<file path="src/rtl/systolic_ctrl.sv">
// Sequencing controller for an NxN systolic MAC array: captures an operand pair,
// runs a fixed LOAD/FEED/DRAIN schedule and holds the captured result under valid/ready.
module systolic_ctrl #(
  parameter int N      = 4,
  parameter int DATA_W = 8,
  parameter int ACC_W  = 32,
  parameter int PE_LAT = 1
) (
  input  logic                  clk,
  input  logic                  reset,
  input  logic                  in_valid,
  output logic                  in_ready,
  input  logic [N*N*DATA_W-1:0] matrix_A,
  input  logic [N*N*DATA_W-1:0] matrix_B,
  input  logic                  abort,
  output logic [N*N*DATA_W-1:0] a_reg,
  output logic [N*N*DATA_W-1:0] b_reg,
  output logic                  feed_load,
  output logic [N-1:0]          en_fr,
  output logic [N-1:0]          en_fc,
  output logic                  pe_clear,
  output logic                  pe_en,
  input  logic [N*N*ACC_W-1:0]  array_y,
  output logic [N*N*ACC_W-1:0]  y_out,
  output logic                  out_valid,
  input  logic                  out_ready,
  output logic                  done,
  output logic                  busy
);

  localparam int FEED_LEN  = 2 * N - 1;
  localparam int DRAIN_LEN = 2 * (N - 1) + PE_LAT;
  localparam int MAX_LEN   = (FEED_LEN > DRAIN_LEN) ? FEED_LEN : DRAIN_LEN;
  localparam int CNT_W     = $clog2(MAX_LEN + 1);

  localparam logic [CNT_W-1:0] FEED_LAST  = CNT_W'(FEED_LEN - 1);
  localparam logic [CNT_W-1:0] DRAIN_LAST = CNT_W'(DRAIN_LEN - 1);

  typedef enum logic [2:0] {
    S_IDLE,
    S_LOAD,
    S_FEED,
    S_DRAIN,
    S_DONE
  } state_t;

  state_t                  state_q, state_d;
  logic [CNT_W-1:0]        cnt_q, cnt_d;
  logic [N*N*DATA_W-1:0]   a_q, a_d;
  logic [N*N*DATA_W-1:0]   b_q, b_d;
  logic [N*N*ACC_W-1:0]    y_q, y_d;
  logic                    done_q, done_d;

  assign in_ready = (state_q == S_IDLE) && !abort;

  // Next-state logic. abort outranks every other request outside IDLE, so a
  // capture or handshake in the same cycle never takes effect.
  always_comb begin
    // NOTE: every signal gets a default first so no path can infer a latch.
    state_d = state_q;
    cnt_d   = cnt_q;
    a_d     = a_q;
    b_d     = b_q;
    y_d     = y_q;
    done_d  = 1'b0;
    if (abort && (state_q != S_IDLE)) begin
      state_d = S_IDLE;
      cnt_d   = '0;
    end else begin
      case (state_q)
        S_IDLE: begin
          if (in_valid && in_ready) begin
            a_d     = matrix_A;
            b_d     = matrix_B;
            state_d = S_LOAD;
          end
        end
        S_LOAD: begin
          state_d = S_FEED;
          cnt_d   = '0;
        end
        S_FEED: begin
          if (cnt_q == FEED_LAST) begin
            state_d = S_DRAIN;
            cnt_d   = '0;
          end else begin
            cnt_d = cnt_q + CNT_W'(1);
          end
        end
        S_DRAIN: begin
          if (cnt_q == DRAIN_LAST) begin
            y_d     = array_y;
            done_d  = 1'b1;
            state_d = S_DONE;
            cnt_d   = '0;
          end else begin
            cnt_d = cnt_q + CNT_W'(1);
          end
        end
        S_DONE: begin
          if (out_ready) state_d = S_IDLE;
        end
        default: state_d = S_IDLE;
      endcase
    end
  end

  // Moore decode; skew is pre-encoded as zero padding so all lanes shift together.
  always_comb begin
    feed_load = 1'b0;
    pe_clear  = 1'b0;
    pe_en     = 1'b0;
    en_fr     = '0;
    en_fc     = '0;
    out_valid = 1'b0;
    busy      = (state_q != S_IDLE);
    case (state_q)
      S_LOAD: begin
        feed_load = 1'b1;
        pe_clear  = 1'b1;
      end
      S_FEED: begin
        en_fr = '1;
        en_fc = '1;
        pe_en = 1'b1;
      end
      S_DRAIN: pe_en     = 1'b1;
      S_DONE:  out_valid = 1'b1;
      default: ;
    endcase
  end

  // NOTE: state is updated with non-blocking assignments so all flops sample
  // the same pre-edge values; the wide operand/result registers are reset too
  // because their cleared value is visible on the ports.
  always_ff @(posedge clk or posedge reset) begin
    if (reset) begin
      state_q <= S_IDLE;
      cnt_q   <= '0;
      a_q     <= '0;
      b_q     <= '0;
      y_q     <= '0;
      done_q  <= 1'b0;
    end else begin
      state_q <= state_d;
      cnt_q   <= cnt_d;
      a_q     <= a_d;
      b_q     <= b_d;
      y_q     <= y_d;
      done_q  <= done_d;
    end
  end

  assign a_reg = a_q;
  assign b_reg = b_q;
  assign y_out = y_q;
  assign done  = done_q;

endmodule

</file>
<file path="config.mk">
export PLATFORM = sky130hd
export DESIGN_NAME = systolic_ctrl
export DESIGN_NICKNAME = d
export VERILOG_FILES = /design/src/rtl/systolic_ctrl.sv
export SDC_FILE = /design/constraint.sdc
export NUM_CORES = 1
export LEC_CHECK = 0
export ABC_AREA = 1
export BUFFER_PORTS_ARGS = -buffer_cell sky130_fd_sc_hd__buf_2
export CAP_MARGIN = 10
export CORE_AREA = 5 5 607 609
export CTS_CLUSTER_DIAMETER = 200
export DETAILED_ROUTE_END_ITERATION = 12
export DIE_AREA = 0 0 612 614
export PLACE_DENSITY = 0.3
export SYNTH_ARGS = -nofsm -noshare
export SYNTH_HDL_FRONTEND = slang
export SYNTH_SLANG_ARGS = --single-unit
</file>
<file path="constraint.sdc">
create_clock -name clk -period 37.9 [get_ports clk]
set_clock_uncertainty 0.2 [all_clocks]
set_input_delay 7.58 -clock clk [delete_from_list [all_inputs] [get_ports clk]]
set_output_delay 7.58 -clock clk [all_outputs]
set_load 0.1 [all_outputs]
</file>
After elaboration in Yosys (flattened, before gate mapping). Cells that the tools add are included. Widths: inputs -> output; s select.

Output and inout bits: 783. Bits in latches: 0. Flip-flop bits (word level): 775. Memories: 0. Input port bits: 773. RAM bits: 0. Bits in read-only memories: 0.

Order comparisons: 0. Eq/ne operators: 9. Mux-type cells: 16. Add/subtract/negate cells: 1. Divide/modulo/power cells: 0. Shift operators: 0. $mul: 0. Reductions and logical operators: 11. Bitwise logic cells: 1.

Operator list (count): $mux 3 (7); $pmux 3 s5 (1); $ne 3x3->1 const B (3); $eq 3x2->1 const B (2); $eq 3x3->1 const B (2); $mux 1 (6); $pmux 3 s2 (1); $reduce_and 3->1 (2); $reduce_bool 3->1 (2); $mux 4 (1); $reduce_and 4->1 (1); $add 3x1->3 const B (1); $eq 3x1->1 const B (1); $logic_and 1x1->1 (3); $logic_not 3->1 (1); $ne 3x1->1 const B (1); $reduce_or 2->1 (1); $logic_not 1->1 (1); $not 1->1 (1).

Logic depth before layout (Yosys ltp). Gate-level depths: netlist (run 1).

Depth in word-level cells: 6. Gate-level depth with buffers: 9. Mapped depth without buffers: 7.

Worst setup path after synthesis (run 1). No wires, ideal clock.

Kind: input to output. From: in abort. To: out in_ready. Arrival time: 8.730 ns. Required time: 30.120 ns. Stages on the path: 2. Slack: 21.390 ns. Cell sequence: nor2_4 buf_1.

Word-level cells in the longest chain between the ends: 2.

Ends and longest elaborated chain: start: declaration (line 15) `input logic abort,`; $logic_not 1->1 (line 54) `assign in_ready = (state_q == S_IDLE) && !abort;`; $logic_and 1x1->1 (line 54); end: declaration (line 12) `output logic in_ready,`.

No other way between the ends.

Final worst setup path (run 1). Ends and elaborated chain as after synthesis.

==> metrics, run 1 <==
Cell Area, Synth 0.02989 mm2; DIE AREA 0.3758 mm2; met2 wire length 130,200 um; leakage 26.20 nW; Critical Path Sink Type primary output; number of antenna violations at the first check in global routing 296; flops & latches, synth 775; Die X 612 um; Critical-path top delay cell buf_2; NetSw 2.180 mW; internal power 1.853 mW; clk_lat worst skew 0.82 ns; Area after DPL 0.04279 mm2; CTS resizes 0; crit path time final 16.19 ns; status finished clean; Final Hold Fails 0; setup TNS 0 ns; WHS 0.2646 ns; number of port buffers 1,555; post-synth top area share 0.6488; actual slew at the worst max-slew pin 1.176 ns; Sw Ratio 0.5406; final wirelength 290,400 um; Area Overhead vs Synth 56.30%; worst path bufs/invs 2; boundary pin count 1,556; crit path kind primary input to primary output; Clock transition at path regs 0.06 ns; Slew headroom 0.2163; GR Util All Layers 0.1480; YS warnings 0; Synth area leaders dfrtp_1, nand2_1, nand3_1; clock root buffer clkbuf_16; first-pass GRT wire length 361,900 um; synth unique cells 22; Top cell by count, worst path buf_2; htree depth 3; Seq/Total Area, Yosys 0.6488; pre-CTS setup slack 21.72 ns; die height 614 um; DRT Pass-1 Iters 6; highest routed layer met5; Worst EP arrival 8.41 ns; TritonCTS Sinks 775; fmax 61.75 MHz; Top delay family on crit path buffers and inverters; Post-CTS Setup Bufs 0; Hold/Removal Path Class flip-flop to flip-flop; startpoint types primary input; Routed Antenna Nets 0; CP required 30.12 ns; DR WL met3 32,760 um; syn nets 4,114; Clock power frac 0.280; share of layout cells above drive strength 1 0.3596; Final Cell Area 0.04672 mm2; # hold bufs at CTS 0; largest net degree at the start of global routing 151; CORE AREA 0.3617 mm2; Final Slew Violations 0; RSZ-0062 raised after global routing false; max-cap violations 0; GR Overflow Total 0; Wirelength per Cell 29.73 um; post-layout net count 5,615; vias in the first global route 31,170; power share of the combinational group 0.454; Detail Placement HPWL 245,100 um; gp weighted congestion 0.9147; FF+latch area 0.01939 mm2; number of remaining DRC errors 0; Seq pwr share 0.267; crit-path cells buf_2 > nor2_4 > buf_2; # rows 221; 1st-iter DRT viols 1,996; CTS tree done; Initial Utilization 0.08265; max reg flops 512; Pwr Density 86.31 mW/mm2; Num CTS Buffers 118; multi-input logic area 0.009201 mm2; met1 wire length 118,600 um; fillers 41,940; peak supply drop 45.59 uV; Worst path max stage delay 0.46 ns; via count 30,830; Synth Instances 3,341; Synth area leader dfrtp_1; syn avg cell area 8.947 um2; Via density 3.156; fin util 0.1292; Bufs on Longest Clock Path 4; fin worst setup slack 21.71 ns; # setup viols final 0; largest fanout on the critical path 5; Final period util 0.4273
[metal layers]
layer | GRT usage | vias to the layer above
met5 | 0 | -
met2 | 0.2343 | 1637
met4 | 0.03376 | 60
met3 | 0.07077 | 587
li1 | - | 13340
met1 | 0.1810 | 15200
[worst reg2reg max path, stage by stage, from the launching register on]
cell,delay (ns)
dfrtp_1,0.43
inv_1,0.10
nand3_1,0.17
nor2_1,0.33
nand2_8,0.20
inv_16,0.35
buf_12,0.81
buf_4,0.88
buf_4,0.60
nand2_1,0.15
nand2_1,0.08
[power by group through the flow]
stage / clock network [mW] / registers (mW) / logic [mW]
final: 1.13 / 1.08 / 1.83
after global routing: 1.21 / 1.09 / 1.89
after CTS: 1.18 / 1.08 / 1.87
after detailed placement: 0 / 1.09 / 1.87
after global placement: 0 / 1.09 / 1.87
after floorplan: 0 / 2.18 / 0.244
[placed cells by master (no fill, tap or decap), drive strengths merged]
master    count
a21oi         2
buf        1586
bufinv        8
clkbuf      170
clkinv       26
clkinvlp      5
dfrtp       775
diode        43
inv          16
nand2      2065
nand3       263
nand3b        1
nand4         2
nor2          6
o21a          1
o21ai         3
xor2          2
[synthesized netlist by cell type (all sizes together)]
| library cell | count |
|---|---|
| nand3b | 1 |
| o21ai | 3 |
| o21a | 1 |
| dfrtp | 775 |
| inv | 16 |
| nand3 | 263 |
| clkbuf | 33 |
| nor2 | 6 |
| a21oi | 2 |
| nand4 | 2 |
| xor2 | 2 |
| buf | 172 |
| nand2 | 2065 |
[layout make-up]
class	instances	area share
Antenna cell	43	0.002303
Clock buffer	170	0.07188
Clock inverter	39	0.009989
Inverter	16	0.001794
Multi-Input combinational cell	2345	0.1969
Sequential cell	775	0.4151
Tap cell	4794	0.1284
Timing Repair Buffer	1586	0.1736
[stage by stage]
step | power [mW] | std cells
3_5_place_dp | 2.954 | 9516
2_1_floorplan | 2.425 | 3341
5_1_grt | 4.187 | 9732
6_report | 4.033 | 9768
3_3_place_gp | 2.952 | 9516
4_1_cts | 4.130 | 9725
[worst paths after layout]
check | cells past startpoint | from | to | slack [ns]
worst max-delay path | 3 | abort | in_ready | 21.71
worst min-delay path | 2 | b_reg[98]$_DFFE_PP0P_ | b_reg[98]$_DFFE_PP0P_ | 0.26
worst max register to register | 10 | state_q[2]$_DFFE_PP0P_ | y_out[105]$_DFFE_PP0P_ | 33.53
worst min register to register | 2 | b_reg[98]$_DFFE_PP0P_ | b_reg[98]$_DFFE_PP0P_ | 0.26
max in group asynchronous | 5 | reset | b_reg[64]$_DFFE_PP0P_ | 27.70
min in group asynchronous | 2 | reset | y_out[30]$_DFFE_PP0P_ | 6.68
[logic make-up (layout without fill, tap and decap cells)]
group,count (synthesis),in the layout,share of synthesized area
other,0,43,0
buffers and inverters,221,1811,0.04412
XOR/XNOR,2,2,0.0005861
AND/OR/NAND/NOR,2337,2337,0.3054
flip-flops,775,775,0.6488
AO/OA/AOI/OAI,6,6,0.001088
Power figures use the tool's default switching activity.
==> inputs of run 2 (changes only) <==
==> constraint.sdc (replaced) <==
create_clock -name clk -period 16.2 [get_ports clk]
set_clock_uncertainty 0.2 [all_clocks]
set_input_delay 3.24 -clock clk [delete_from_list [all_inputs] [get_ports clk]]
set_output_delay 3.24 -clock clk [all_outputs]
set_load 0.1 [all_outputs]
==> run 2 against run 1 <==
Die area unchanged. Worst hold slack worse by 0.0011 ns. Sequential power up 130%. Cell area up 0.41%. Largest cell class unchanged.
==> metrics, run 2 (same netlist as run 1, synthesis figures left out) <==
reg2reg start state_q[2]$_DFFE_PP0P_; largest net degree at the start of global routing 213; number of port buffers 1,555; DRT Pass-1 Iters 5; power consumption 9.366 mW; Wirelength per Cell 28.68 um; Clock transition at path regs 0.05 ns; Area after DPL 0.04275 mm2; number of antenna violations at the first check in global routing 244; RSZ-0062 raised after global routing false; leakage 26.27 nW; GR Util All Layers 0.1424; Critical-path top delay cell buf_2; number of remaining DRC errors 0; die height 614 um; fin util 0.1297; crit-path cells buf_2 > nor2_4 > buf_2; share of layout cells above drive strength 1 0.3600; actual slew at the worst max-slew pin 1.295 ns; internal power 4.446 mW; gp weighted congestion 0.9134; dpl cells 9,513; # hold bufs at CTS 0; CP required 12.76 ns; Area Overhead vs Synth 56.94%; Post-CTS Setup Bufs 0; Worst Setup SP abort; first-pass GRT wire length 351,700 um; Final Hold Fails 0; fmax 126.2 MHz; Worst EP arrival 4.48 ns; largest fanout on the critical path 24; Final Slew Violations 0; Worst R2R Path Depth 10; GR Overflow Total 0; Pwr Density 199.7 mW/mm2; crit path time final 7.922 ns; Top cell by count, worst path buf_2; CTS resizes 0; vias in the first global route 31,020; FF+latch area 0.01939 mm2; max-cap violations 0; status finished clean; Detail Placement HPWL 236,700 um; most frequent cells in the layout nand2_1, buf_2, dfrtp_1; setup TNS 0 ns; post-layout net count 5,612; htree depth 3; Bufs on Longest Clock Path 4; critical path capture point in_ready; Seq pwr share 0.268; # setup viols final 0; Routed Antenna Nets 0; Die X 612 um; Via density 3.124; DIE AREA 0.3758 mm2; fillers 41,870; Worst path max stage delay 0.54 ns; boundary pin count 1,556; Critical Path Sink Type primary output; Initial Utilization 0.08265; 1st-iter DRT viols 2,395; Num CTS Buffers 118; Final period util 0.4890; R2R Setup Slk 11.94 ns; TritonCTS Sinks 775; Layout Cells excl Fill 9,777; via count 30,540; commonest non-fill, non-tap cell in the layout nand2_1; max reg flops 512; worst hold path depth 2; Clock power frac 0.292; multi-input logic area 0.009201 mm2; startpoint types primary input; clock root buffer clkbuf_16; Sw Ratio 0.5253; clk_lat worst skew 0.82 ns; # rows 221; power share of the combinational group 0.440; Slew headroom 0.1366; final wirelength 280,400 um; Final Cell Area 0.04691 mm2; CORE AREA 0.3617 mm2; RR Endpoint y_out[6]$_DFFE_PP0P_; NetSw 4.920 mW; CTS tree done; Hold/Removal Path Class flip-flop to flip-flop; peak supply drop 117.6 uV; crit path kind primary input to primary output
run 2: cell count changes in the layout (fill, tap and decap cells not counted), moves of 2 or more:
cell and delta:
clkinv_2 -9, diode_2 +10, buf_4 -2, bufinv_16 +4, clkbuf_8 +9, clkbuf_1 -3
run 2: metrics by stage:
| stage | setup slack [ns] | hold WS, ns |
|---|---|---|
| final | 8.278 | 0.2634 |
| after detailed placement | 8.277 | 0.2532 |
| after floorplan | 2.129 | 0.3065 |
| after global placement | 8.365 | 0.2491 |
| after global routing | 8.239 | 0.2871 |
| after CTS | 8.278 | 0.2674 |
run 2: how the worst min path moves through the flow:
stage	startpoint	end	slack, ns
final	a_reg[52]$_DFFE_PP0P_	a_reg[52]$_DFFE_PP0P_	0.26
after global routing	a_reg[52]$_DFFE_PP0P_	a_reg[52]$_DFFE_PP0P_	0.29
after CTS	a_reg[5]$_DFFE_PP0P_	a_reg[5]$_DFFE_PP0P_	0.27
after detailed placement	a_reg[5]$_DFFE_PP0P_	a_reg[5]$_DFFE_PP0P_	0.25
after global placement	b_reg[9]$_DFFE_PP0P_	b_reg[9]$_DFFE_PP0P_	0.25
after floorplan	cnt_q[2]$_DFFE_PP0P_	cnt_q[2]$_DFFE_PP0P_	0.31
run 2: power groups by stage:
stage | combinational [mW] | sequential, mW | clock [mW]
after CTS | 4.17 | 2.51 | 2.86
after global placement | 4.16 | 2.53 | 0
after global routing | 4.25 | 2.55 | 2.91
after floorplan | 0.570 | 5.10 | 0
after detailed placement | 4.17 | 2.54 | 0
final | 4.12 | 2.51 | 2.73
run 2: final cells by class:
type                            count  area share
Timing Repair Buffer             1583      0.1722
Antenna cell                       53    0.002827
Sequential cell                   775      0.4134
Clock buffer                      177     0.07452
Multi-Input combinational cell   2345      0.1961
Clock inverter                     34     0.01139
Inverter                           16    0.001707
Tap cell                         4794      0.1279
run 2: worst max-delay path, delay by kind of cell:
family | cells | cell delay, ns
and+or+nand+nor | 1 | 0.52
buffers and inverters | 2 | 0.71
run 2: routing by layer:
layer	vias to the layer above	wire length, um	GRT usage
met5	-	519	0
met4	82	7199	0.03035
met3	574	32600	0.06830
met2	1506	124400	0.2230
met1	15020	115600	0.1771
li1	13360	-	-
